File: config.mk
export PLATFORM = sky130hd
export DESIGN_NAME = pila_retorno_flat
export DESIGN_NICKNAME = d
export VERILOG_FILES = /design/src/rtl/pila_pkg.sv /design/src/rtl/pila_retorno_if.sv /design/src/rtl/pila_mem.sv /design/src/rtl/pila_retorno.sv /design/src/flat_wrapper.sv
export SDC_FILE = /design/constraint.sdc
export NUM_CORES = 1
export LEC_CHECK = 0
export CORE_ASPECT_RATIO = 0.9
export CORE_MARGIN = 2
export CORE_UTILIZATION = 51
export CTS_BUF_LIST = sky130_fd_sc_hd__clkbuf_8
export DETAILED_ROUTE_END_ITERATION = 10
export PLACE_DENSITY = 0.75
export SLEW_MARGIN = 20
export SYNTH_ARGS = -nofsm -noshare
export SYNTH_HDL_FRONTEND = slang
export SYNTH_SLANG_ARGS = --single-unit
File: constraint.sdc
create_clock -name clk -period 4.25 [get_ports clk]
set_input_delay 1.0625 -clock clk [delete_from_list [all_inputs] [get_ports clk]]
set_output_delay 1.0625 -clock clk [all_outputs]
set_load 0.005 [all_outputs]
File: src/rtl/pila_pkg.sv
// pila_pkg: shared defaults and operation encoding for the return-address stack.
// Latency: n/a (types, constants and the request decoder only).
// Backpressure: n/a.
package pila_pkg;

  localparam int PILA_WIDTH_DEF = 10;
  localparam int PILA_DEPTH_DEF = 8;

  typedef enum logic [1:0] {
    OP_NOP  = 2'b00,
    OP_PUSH = 2'b01,
    OP_POP  = 2'b10
  } pila_op_e;

  // A JR return raises push and pop together; pop takes priority so the
  // return address is consumed and the stale PC+1 is never stored.
  function automatic pila_op_e pila_decode(input logic push, input logic pop);
    if (pop) begin
      return OP_POP;
    end else if (push) begin
      return OP_PUSH;
    end else begin
      return OP_NOP;
    end
  endfunction

endpackage

File: src/rtl/pila_retorno_if.sv
// pila_retorno_if: control-unit side bundle of the return-address stack.
// Latency: n/a (wiring only).
// Backpressure: none; the master observes full/empty and the sticky error flags.
interface pila_retorno_if
  import pila_pkg::*;
#(
  parameter int WIDTH = PILA_WIDTH_DEF,
  parameter int DEPTH = PILA_DEPTH_DEF
);

  localparam int CW = $clog2(DEPTH + 1);

  logic             push;
  logic             pop;
  logic [WIDTH-1:0] d_in;
  logic             err_clr;
  logic [WIDTH-1:0] d_out;
  logic [CW-1:0]    count;
  logic             empty;
  logic             full;
  logic             ovf;
  logic             unf;

  // Control unit: issues requests, consumes the top of stack and status.
  modport master (
    output push, pop, d_in, err_clr,
    input  d_out, count, empty, full, ovf, unf
  );

  // Stack: accepts requests, presents top of stack and status.
  modport slave (
    input  push, pop, d_in, err_clr,
    output d_out, count, empty, full, ovf, unf
  );

endinterface

File: src/rtl/pila_mem.sv
// pila_mem: DEPTH x WIDTH register file, one synchronous write, one asynchronous read.
// Latency: write lands on the rising edge; read is combinational.
// Backpressure: none; the caller only writes in-range addresses.
module pila_mem
  import pila_pkg::*;
#(
  parameter int WIDTH = PILA_WIDTH_DEF,
  parameter int DEPTH = PILA_DEPTH_DEF,
  localparam int AW   = $clog2(DEPTH)
) (
  input  logic             clk,
  input  logic             wr_en_i,
  input  logic [AW-1:0]    wr_addr_i,
  input  logic [WIDTH-1:0] wr_dat_i,
  input  logic [AW-1:0]    rd_addr_i,
  output logic [WIDTH-1:0] rd_dat_o
);

  // Storage is deliberately not reset; the owner masks stale entries by count.
  logic [WIDTH-1:0] mem_q [DEPTH];

  // Single write port, updated on the rising edge.
  always_ff @(posedge clk) begin
    if (wr_en_i) begin
      mem_q[wr_addr_i] <= wr_dat_i;
    end
  end

  assign rd_dat_o = mem_q[rd_addr_i];

endmodule

File: src/rtl/pila_retorno.sv
// pila_retorno: hardware return-address stack (optional sticky ovf/unf under PILA_RETORNO_ERR_EN).
// Latency: d_out is combinational from the current top (zero-cycle read); push/pop take effect on the rising edge.
// Backpressure: none; push when full and pop when empty are dropped and, with PILA_RETORNO_ERR_EN, flagged.
module pila_retorno
  import pila_pkg::*;
#(
  parameter int WIDTH = PILA_WIDTH_DEF,
  parameter int DEPTH = PILA_DEPTH_DEF
) (
  input  logic          clk,
  input  logic          reset,
  pila_retorno_if.slave bus
);

  localparam int            CW      = $clog2(DEPTH + 1);
  localparam int            AW      = $clog2(DEPTH);
  localparam logic [CW-1:0] DEPTH_C = CW'(DEPTH);

  pila_op_e         op;
  logic [CW-1:0]    count_q;
  logic [CW-1:0]    count_d;
  logic             wr_en;
  logic             ovf_evt;
  logic             unf_evt;
  logic             empty;
  logic             full;
  logic [AW-1:0]    wr_addr;
  logic [AW-1:0]    rd_addr;
  logic [WIDTH-1:0] rd_dat;

  assign empty   = (count_q == '0);
  assign full    = (count_q == DEPTH_C);
  // Next free slot is entry count; the top lives one below it.
  assign wr_addr = AW'(count_q);
  assign rd_addr = AW'(count_q - 1'b1);

  // Decode the request and compute the next occupancy plus error events.
  always_comb begin
    op      = pila_decode(bus.push, bus.pop);
    count_d = count_q;
    wr_en   = 1'b0;
    ovf_evt = 1'b0;
    unf_evt = 1'b0;
    case (op)
      OP_PUSH: begin
        if (full) begin
          ovf_evt = 1'b1;
        end else begin
          wr_en   = 1'b1;
          count_d = count_q + 1'b1;
        end
      end
      OP_POP: begin
        if (empty) begin
          unf_evt = 1'b1;
        end else begin
          count_d = count_q - 1'b1;
        end
      end
      default: begin
      end
    endcase
  end

  // Occupancy pointer; reset empties the stack immediately.
  always_ff @(posedge clk or negedge reset) begin
    if (!reset) begin
      count_q <= '0;
    end else begin
      count_q <= count_d;
    end
  end

  pila_mem #(
    .WIDTH (WIDTH),
    .DEPTH (DEPTH)
  ) u_mem (
    .clk       (clk),
    .wr_en_i   (wr_en),
    .wr_addr_i (wr_addr),
    .wr_dat_i  (bus.d_in),
    .rd_addr_i (rd_addr),
    .rd_dat_o  (rd_dat)
  );

  assign bus.d_out = empty ? '0 : rd_dat;
  assign bus.count = count_q;
  assign bus.empty = empty;
  assign bus.full  = full;

`ifdef PILA_RETORNO_ERR_EN
  logic ovf_q;
  logic unf_q;

  // Sticky error flags; a new event outranks a simultaneous clear.
  always_ff @(posedge clk or negedge reset) begin
    if (!reset) begin
      ovf_q <= 1'b0;
      unf_q <= 1'b0;
    end else begin
      ovf_q <= ovf_evt | (ovf_q & ~bus.err_clr);
      unf_q <= unf_evt | (unf_q & ~bus.err_clr);
    end
  end

  assign bus.ovf = ovf_q;
  assign bus.unf = unf_q;
`else
  logic [2:0] unused_err;

  assign unused_err = {bus.err_clr, ovf_evt, unf_evt};
  assign bus.ovf    = 1'b0;
  assign bus.unf    = 1'b0;
`endif

endmodule
File: src/flat_wrapper.sv
// flat-port wrapper written by rule: the top's interface ports become plain ports
module pila_retorno_flat import pila_pkg::*;
#(
  parameter int WIDTH = PILA_WIDTH_DEF,
  parameter int DEPTH = PILA_DEPTH_DEF
)
  (clk, reset, bus_push, bus_pop, bus_d_in, bus_err_clr, bus_d_out, bus_count, bus_empty, bus_full, bus_ovf, bus_unf);
  pila_retorno_if #(.WIDTH(WIDTH), .DEPTH(DEPTH)) bus_i ();
  input  logic clk;
  input  logic reset;
  input wire logic [$bits(bus_i.push)-1:0] bus_push;
  input wire logic [$bits(bus_i.pop)-1:0] bus_pop;
  input wire logic [$bits(bus_i.d_in)-1:0] bus_d_in;
  input wire logic [$bits(bus_i.err_clr)-1:0] bus_err_clr;
  output wire logic [$bits(bus_i.d_out)-1:0] bus_d_out;
  output wire logic [$bits(bus_i.count)-1:0] bus_count;
  output wire logic [$bits(bus_i.empty)-1:0] bus_empty;
  output wire logic [$bits(bus_i.full)-1:0] bus_full;
  output wire logic [$bits(bus_i.ovf)-1:0] bus_ovf;
  output wire logic [$bits(bus_i.unf)-1:0] bus_unf;
  assign bus_i.push = bus_push;
  assign bus_i.pop = bus_pop;
  assign bus_i.d_in = bus_d_in;
  assign bus_i.err_clr = bus_err_clr;
  assign bus_d_out = bus_i.d_out;
  assign bus_count = bus_i.count;
  assign bus_empty = bus_i.empty;
  assign bus_full = bus_i.full;
  assign bus_ovf = bus_i.ovf;
  assign bus_unf = bus_i.unf;
  pila_retorno #(.WIDTH(WIDTH), .DEPTH(DEPTH)) u_core (.clk(clk), .reset(reset), .bus(bus_i));
endmodule
### Word level (Yosys, flattened, before mapping)

Memories as Yosys holds them, arrays and structs flattened.
Cells that the tools add are included.

* bits in registers: 4
* bits in writable memories: 80
* input port bits: 15
* memories kept: 1

Memories
* u_core.u_mem.mem_q: words 8, width 10, read ports 1, clocked after Yosys merged registers in 0, wr ports 1, RTL line pila_mem.sv:20 `logic [WIDTH-1:0] mem_q [DEPTH];`

* add/sub/neg operators: 2
* equal/unequal tests: 5
* muxes and demuxes: 10
* reduce and logical (&&, ||, !) cells: 3

Operators with widths (number)
* 2-to-1 mux 10 bit: 1
* 2-to-1 mux 4 bit: 2
* one-hot mux 4 bit (2 select lines): 1
* 2-to-1 mux 1 bit: 5
* adder 4 x 1 -> 4 bit, second input constant: 1
* == test 4 bit, second input constant: 1
* zero test 4 bit: 1
* != test 2 bit, second input constant: 2
* subtractor 4 x 1 -> 4 bit, second input constant: 1
* AND reduction 3 bit: 1
* == test 2 x 1 -> 1 bit, second input constant: 1
* == test 2 bit, second input constant: 1
* 2-to-1 mux 2 bit: 1
* nonzero test 2 bit: 1

### Logic depth before layout (Yosys ltp)

Gate-level depths: netlist of the first run.

* depth in word-level cells: 6
* gate-level depth with buffers: 8

### By module

From an unflattened synthesis of the first run, not the netlist that was laid out.

* cells, all modules: 170
* area total of the unflattened synthesis: 3500.9 sq um

By module, submodules not included
* pila_mem: instances 1, cells an instance 128, area an instance 3133.0 sq um
* pila_retorno: instances 1, cells an instance 42, area an instance 367.9 sq um

### Worst setup path before layout of the first run

Ideal clock, no wire load.

* kind: register to output
* start point: register u_core.count_q[0] (netlist: u_core.bus.count[0])
* end point: output port bus_d_out[0]
* data arrival time: 1877 ps
* slack: 1310 ps
* cell stages (with the launch flop): 9
* buffers on the path: 3
* cell sequence: dfrtp_1 > buf_6 > buf_6 > inv_1 > ha_1 > buf_1 > mux4_2 > o21ai_0 > nand2_1

* cells in the longest elaborated chain, start to end: 3

Ends and longest elaborated chain
* from (decl): RTL line pila_retorno.sv:20 `logic [CW-1:0] count_q;`
* from (signal assigned): RTL line pila_retorno.sv:70 `count_q <= count_d;`
* subtractor 4 x 1 -> 4 bit: RTL line pila_retorno.sv:35 `assign rd_addr = AW'(count_q - 1'b1);`
* memory read (8 x 10 bit)
* 2-to-1 mux 10 bit (*): RTL line pila_retorno.sv:86 `assign bus.d_out = empty ? '0 : rd_dat;`
* to (decl): RTL line flat_wrapper.sv:15 `output wire logic [$bits(bus_i.d_out)-1:0] bus_d_out;`

Mark *: on every way between the ends. The rest lies on a longest branch, timed or not.

### Worst setup path after layout of the first run

* start point: register u_core.count_q[1] (netlist: u_core.bus.count[1])
* end point: output port bus_d_out[5]

Same word-level chain as after synthesis.

==> metrics.md, run 1 <==
| Metric | Value |
|---|---|
| Worst stage delay on the critical path | 0.57 ns |
| Die area | 7500 µm² |
| Vias in the first global route | 1936 |
| Hold path depth | 1 |
| Routed len/inst | 20.0 µm |
| Vias/cell | 5.70 |
| Tightest Pin Transition | 0.582 ns |
| Setup TNS Final | 0 ns |
| Yosys reg bits | 84 |
| Mapped Area | 3480 µm² |
| Clock sink total | 84 |
| IO Port Bufs | 29 |
| Placer Congestion | 0.752 |
| CP endpoint kind | primary output |
| Hold Path End | u_core.bus.count[3]$_DFFE_PN0P_ |
| Synth warn | 0 |
| Clk slew on worst S/H paths | 0.08 ns |
| Initial Utilization | 52.8% |
| Post-synthesis average cell area | 17.6 µm² |
| Die Height | 82.4 µm |
| Worst setup path category | flip-flop to primary output |
| Crit share post-route | 92.6% |
| Placement Rows | 28 |
| Power per Cell Area | 647 nW/µm² |
| Relative slew slack | 61.0% |
| Core box area | 6590 µm² |
| RSZ-0062 raised after global routing | false |
| Total Power | 2.67 mW |
| ANT cells | 0 |
| Grt ovf | 0 |
| Post-DRT Antenna Nets | 0 |
| Dpl hpwl | 4270 µm |
| Clk_lat worst skew | 0.35 ns |
| Ys async rst share | 4.76% |
| Reg-to-Reg Start | u_core.bus.count[1]$_DFFE_PN0P_ |
| Cts bufs inserted | 9 |
| Layout cells sized above 1 | 19.2% |
| Register area share after synthesis | 71.9% |
| Crit path time final | 3.94 ns |
| Netlist cell types | 33 |
| Crit-path cells | inv_1 -> ha_1 -> buf_4 -> mux4_2 -> o21ai_0 -> nand2_1 -> clkdlybuf4s50_1 |
| Final Hold Fails | 0 |
| Leak Pwr | 1.38 nW |
| CP max stage cell | dfrtp_1 |
| Largest net degree at the start of global routing | 26 |
| Nets@finish | 257 |
| HP Start | u_core.bus.count[3]$_DFFE_PN0P_ |
| Reg-to-Reg End | u_core.u_mem.mem_q[3][9]$_DFFE_PP_ |
| Global-route wire length before repair | 10500 µm |
| Main flop type after synthesis | edfxtp_1 |
| Detailed-route DRC error count | 0 |
| CP Data Arrival Time | 2.87 ns |
| DR iter-0 viols | 116 |
| GR Util All Layers | 19.4% |
| IR Drop Worst-Case VDD | 0.313 mV |
| Htree depth | 3 |
| Top Ports | 33 |
| Startpoint Class | flip-flop |
| CP Max Fanout | 16 |
| Slew Limit Fails | 0 |
| Initial antenna violation count | 0 |
| Post-CTS setup repair buffer count | 0 |
| TritonRoute pass-1 iters | 4 |
| Core Util, Final | 62.5% |
| CTS tree | built |
| CTS root buf | clkbuf_8 |
| Final Skew | 0.00430 ns |
| DRT Wirelength | 6710 µm |
| Worst R2R Setup Slack | 1.44 ns |
| Resized Gates After CTS | 0 |
| Worst hold path class | flip-flop to flip-flop |
| Status | complete, no violations |
| Number of hold buffers added after CTS | 0 |
| Final Setup Violations | 0 |
| EDFF count, synth | 80 |
| Max Cap Viol | 0 |
| Vias | 1909 |
| Area Growth Syn to Fin | 18.4% |
| Die width | 91.1 µm |
| Commonest non-fill, non-tap cell in the layout | edfxtp_1 |
| Max Freq | 254 MHz |
| CTS max path bufs | 2 |
| Worst-case reg-to-reg path depth | 7 |
| Crit path required time | 3.19 ns |
| Highest-count cells in the layout ignoring fill and taps | 80 x edfxtp_1, 29 x clkdlybuf4s50_1, 24 x o21ai_0, 17 x mux4_2 |
| Cells after synthesis | 198 |
cells by family after synthesis:
kind of cell    synth area share (%)
compound gates                  5.61
mux                             13.6
buf+inv                         2.55
flops                           71.9
simple gates                    5.03
other cells                    0.108
fa+ha+maj                      0.719
xor+xnor                       0.504
cells in the mapped netlist (2+ instances only):
cell / instances / share of area, %
mux4_2: 17 / 11
o21ai_0: 24 / 3.5
buf_6: 2 / 0.65
mux4_1: 3 / 2.3
dfrtp_1: 4 / 2.9
buf_2: 2 / 0.29
ha_1: 2 / 0.72
nand2b_1: 3 / 0.54
buf_1: 3 / 0.32
nor3_1: 4 / 0.58
edfxtp_1: 80 / 69
inv_1: 2 / 0.22
xnor2_1: 2 / 0.50
a21oi_1: 3 / 0.43
clkbuf_1: 4 / 0.43
nand2_1: 15 / 1.6
buf_4: 3 / 0.65
nor2_1: 9 / 0.97
o22ai_1: 2 / 0.36
worst max-delay path, delay by kind of cell (launching register included):
family / cells / cell delay, ns
adder cells (fa/ha/maj): 1 / 0.49
flip-flops: 1 / 0.57
multiplexers: 1 / 0.33
buffers and inverters: 3 / 0.92
AND/OR/NAND/NOR: 1 / 0.10
AO/OA/AOI/OAI: 1 / 0.09
state kept, by name, summed over array words and instances, names as in the netlist:
register / count
u_core.u_mem.mem_q: 80
u_core.bus.count: 4
power breakdown:
| group | internal [mW] | total (mW) | switching, mW |
|---|---|---|---|
| logic | 0.581 | 1.07 | 0.492 |
| registers | 0.978 | 1.03 | 0.0560 |
| clock network | 0.275 | 0.558 | 0.283 |
final cells by class:
| cell class | count | area [µm²] |
|---|---|---|
| Inverter | 2 | 7.51 |
| Tap cell | 90 | 113 |
| Sequential cell | 84 | 2500 |
| Timing Repair Buffer | 44 | 403 |
| Multi-Input combinational cell | 99 | 892 |
| Fill cell | 493 | 2470 |
| Clock buffer | 9 | 124 |
| Clock inverter | 7 | 77.6 |
metal layers:
layer,vias up,part of all wire [%],global-route usage [%]
met1,975,46,26.7
met2,58,48,31.3
li1,868,-,-
met3,8,5.4,5.26
met5,-,0,0
met4,0,0.69,5.61
per-stage QoR:
step	instances	area, µm²	setup WS (ns)	hold WS [ns]
global route	335	4120	0.130	0.786
floorplan	199	3480	1.31	0.631
detailed placement	319	3920	0.718	0.718
CTS	335	4120	0.314	0.724
global placement	319	3920	0.751	0.687
finish	335	4120	0.314	0.729
worst max path at each step:
stage | from | end | slack (ns) | depth (start not counted)
6_report | u_core.bus.count[1]$_DFFE_PN0P_ | bus_d_out[5] | 0.31 | 7
5_1_grt | u_core.bus.count[1]$_DFFE_PN0P_ | bus_d_out[0] | 0.13 | 7
4_1_cts | u_core.bus.count[1]$_DFFE_PN0P_ | bus_d_out[5] | 0.31 | 7
3_5_place_dp | u_core.bus.count[1]$_DFFE_PN0P_ | bus_d_out[5] | 0.72 | 7
3_3_place_gp | u_core.bus.count[1]$_DFFE_PN0P_ | bus_d_out[5] | 0.75 | 7
2_1_floorplan | u_core.bus.count[0]$_DFFE_PN0P_ | bus_d_out[0] | 1.31 | 8
Note: power is estimated with default switching activity, not from simulation.
==> run 2: changes to the inputs <==
clock period = 3.8 ns   (was 4.25 ns; I/O delays follow)
==> run 2 against run 1 <==
Net effect:
- non-clock buffer count up 5
- worst hold slack worse by 0.0029 ns
- sequential share of layout area down 0.86 points
- global-route usage down 0.70 points
- setup slack better by 0.036 ns
- via count up 1.8%
- sequential cell count unchanged
- die area unchanged
- critical path depth down 1
==> metrics.md, run 2 (synthesized netlist as in run 1, its figures left out) <==
| Metric | Value |
|---|---|
| Inst Count DP | 324 |
| Finished Cell Area | 4180 µm² |
| Area after DPL | 3960 µm² |
| Resized Gates After CTS | 0 |
| Grt ovf | 0 |
| Startpoint Class | flip-flop |
| Max reg flops | 80 |
| GR Util All Layers | 18.7% |
| Die width | 91.1 µm |
| Clk slew on worst S/H paths | 0.08 ns |
| Htree depth | 3 |
| CP bufs+invs | 2 |
| Crit-path cells | inv_1 -> ha_1 -> and3b_1 -> o21ai_0 -> nand2_1 -> clkdlybuf4s50_1 |
| M3 GR Usage | 5.99% |
| Clk_lat worst skew | 0.35 ns |
| Max Freq | 290 MHz |
| CTS root buf | clkbuf_8 |
| Placement Rows | 28 |
| Die Height | 82.4 µm |
| Area Growth Syn to Fin | 20.1% |
| Dpl hpwl | 4290 µm |
| Worst hold path class | flip-flop to flip-flop |
| Total Power | 3.07 mW |
| Core box area | 6590 µm² |
| Initial Utilization | 52.8% |
| Commonest non-fill, non-tap cell in the layout | edfxtp_1 |
| Final Setup Violations | 0 |
| Highest-count cells in the layout ignoring fill and taps | 80 x edfxtp_1, 29 x clkdlybuf4s50_1, 24 x o21ai_0, 20 x buf_4, 17 x mux4_2 |
| DR iter-0 viols | 85 |
| Crit path required time | 2.85 ns |
| Vias in the first global route | 1792 |
| CP Data Arrival Time | 2.50 ns |
| Global-route wire length before repair | 10000 µm |
| CP Max Fanout | 12 |
| Final Non-Filler Cells | 340 |
| ANT cells | 0 |
| Vias | 1943 |
| Final Skew | 0.00571 ns |
| Die area | 7500 µm² |
| Core Util, Final | 63.4% |
| Pre-CTS WS | 0.726 ns |
| RSZ-0062 raised after global routing | false |
| Post-DRT Antenna Nets | 0 |
| Layout cells sized above 1 | 21.2% |
| CP max stage cell | and3b_1 |
| IR Drop Worst-Case VDD | 0.436 mV |
| Worst setup margin | 0.351 ns |
| Top Ports | 33 |
| Slew Limit Fails | 0 |
| Final Hold Fails | 0 |
| DRT Wirelength | 6460 µm |
| Top reg by flops | u_core.u_mem.mem_q |
| Hold slack | 0.726 ns |
| Global route hottest layer | met2 |
| Detailed-route DRC error count | 0 |
| Power per Cell Area | 734 nW/µm² |
| CP endpoint kind | primary output |
| TritonRoute pass-1 iters | 4 |
| Post-CTS setup repair buffer count | 0 |
| CP delay by family, top | simple AND/OR/NAND/NOR gates |
| Initial antenna violation count | 0 |
| Crit share post-route | 90.8% |
| Placer Congestion | 0.720 |
| Largest net degree at the start of global routing | 26 |
| Number of hold buffers added after CTS | 0 |
| Max Cap Viol | 0 |
| Grt met2 use | 29.0% |
| Nets@finish | 262 |
| CTS tree | built |
| Vias/cell | 5.71 |
| Routed len/inst | 19.0 µm |
| Worst setup path category | flip-flop to primary output |
| Cts bufs inserted | 9 |
| Leak Pwr | 1.41 nW |
| Relative slew slack | 65.2% |
| Clock sink total | 84 |
| Crit path time final | 3.45 ns |
| CTS max path bufs | 2 |
| Setup TNS Final | 0 ns |
| Worst stage delay on the critical path | 0.53 ns |
| Met1 Use GR | 26.5% |
| Status | complete, no violations |
| Tightest Pin Transition | 0.521 ns |
| IO Port Bufs | 29 |
## run 2: cell types whose count changed in the layout (fill, tap and decap cells not counted), sizes merged
cell | previous run | this run
buf | 15 | 20
bufinv | 1 | 2
clkinv | 2 | 3
clkinvlp | 2 | 1
inv | 4 | 3
## run 2: metal layers
layer  vias to the layer above  part of all wire (%)
li1                        876                     -
met1                      1001                    46
met2                        60                    46
met3                         6                   6.8
met4                         0                  0.71
met5                         -                     0
## run 2: worst register-to-register path, cell delays in order (launching register included)
cell	delay, ns
dfrtp_1	0.35
inv_1	0.08
ha_1	0.29
and3b_1	0.39
nor2_1	0.21
nand2_1	0.12
nor2_1	0.40
buf_4	0.28
## run 2: final cells by class
cell class | count | area [µm²]
Fill cell | 496 | 2410
Timing Repair Buffer | 49 | 440
Clock buffer | 9 | 124
Multi-Input combinational cell | 99 | 892
Tap cell | 90 | 113
Sequential cell | 84 | 2500
Clock inverter | 7 | 98.8
Inverter | 2 | 7.51
## run 2: power by group
group	switching [mW]	internal, mW
Combinational	0.571	0.668
Sequential	0.0465	1.09
Clock	0.313	0.373
## run 2: path summary, 6_finish.rpt
path	start	end	slack [ns]	cells after the start
max	u_core.bus.count[1]$_DFFE_PN0P_	bus_d_out[3]	0.35	6
min	u_core.bus.count[3]$_DFFE_PN0P_	u_core.bus.count[3]$_DFFE_PN0P_	0.73	1
max reg2reg	u_core.bus.count[0]$_DFFE_PN0P_	u_core.u_mem.mem_q[7][7]$_DFFE_PP_	1.37	7
min reg2reg	u_core.bus.count[3]$_DFFE_PN0P_	u_core.bus.count[3]$_DFFE_PN0P_	0.73	1
max in group asynchronous	reset	u_core.bus.count[3]$_DFFE_PN0P_	2.85	1
min in group asynchronous	reset	u_core.bus.count[2]$_DFFE_PN0P_	0.79	1
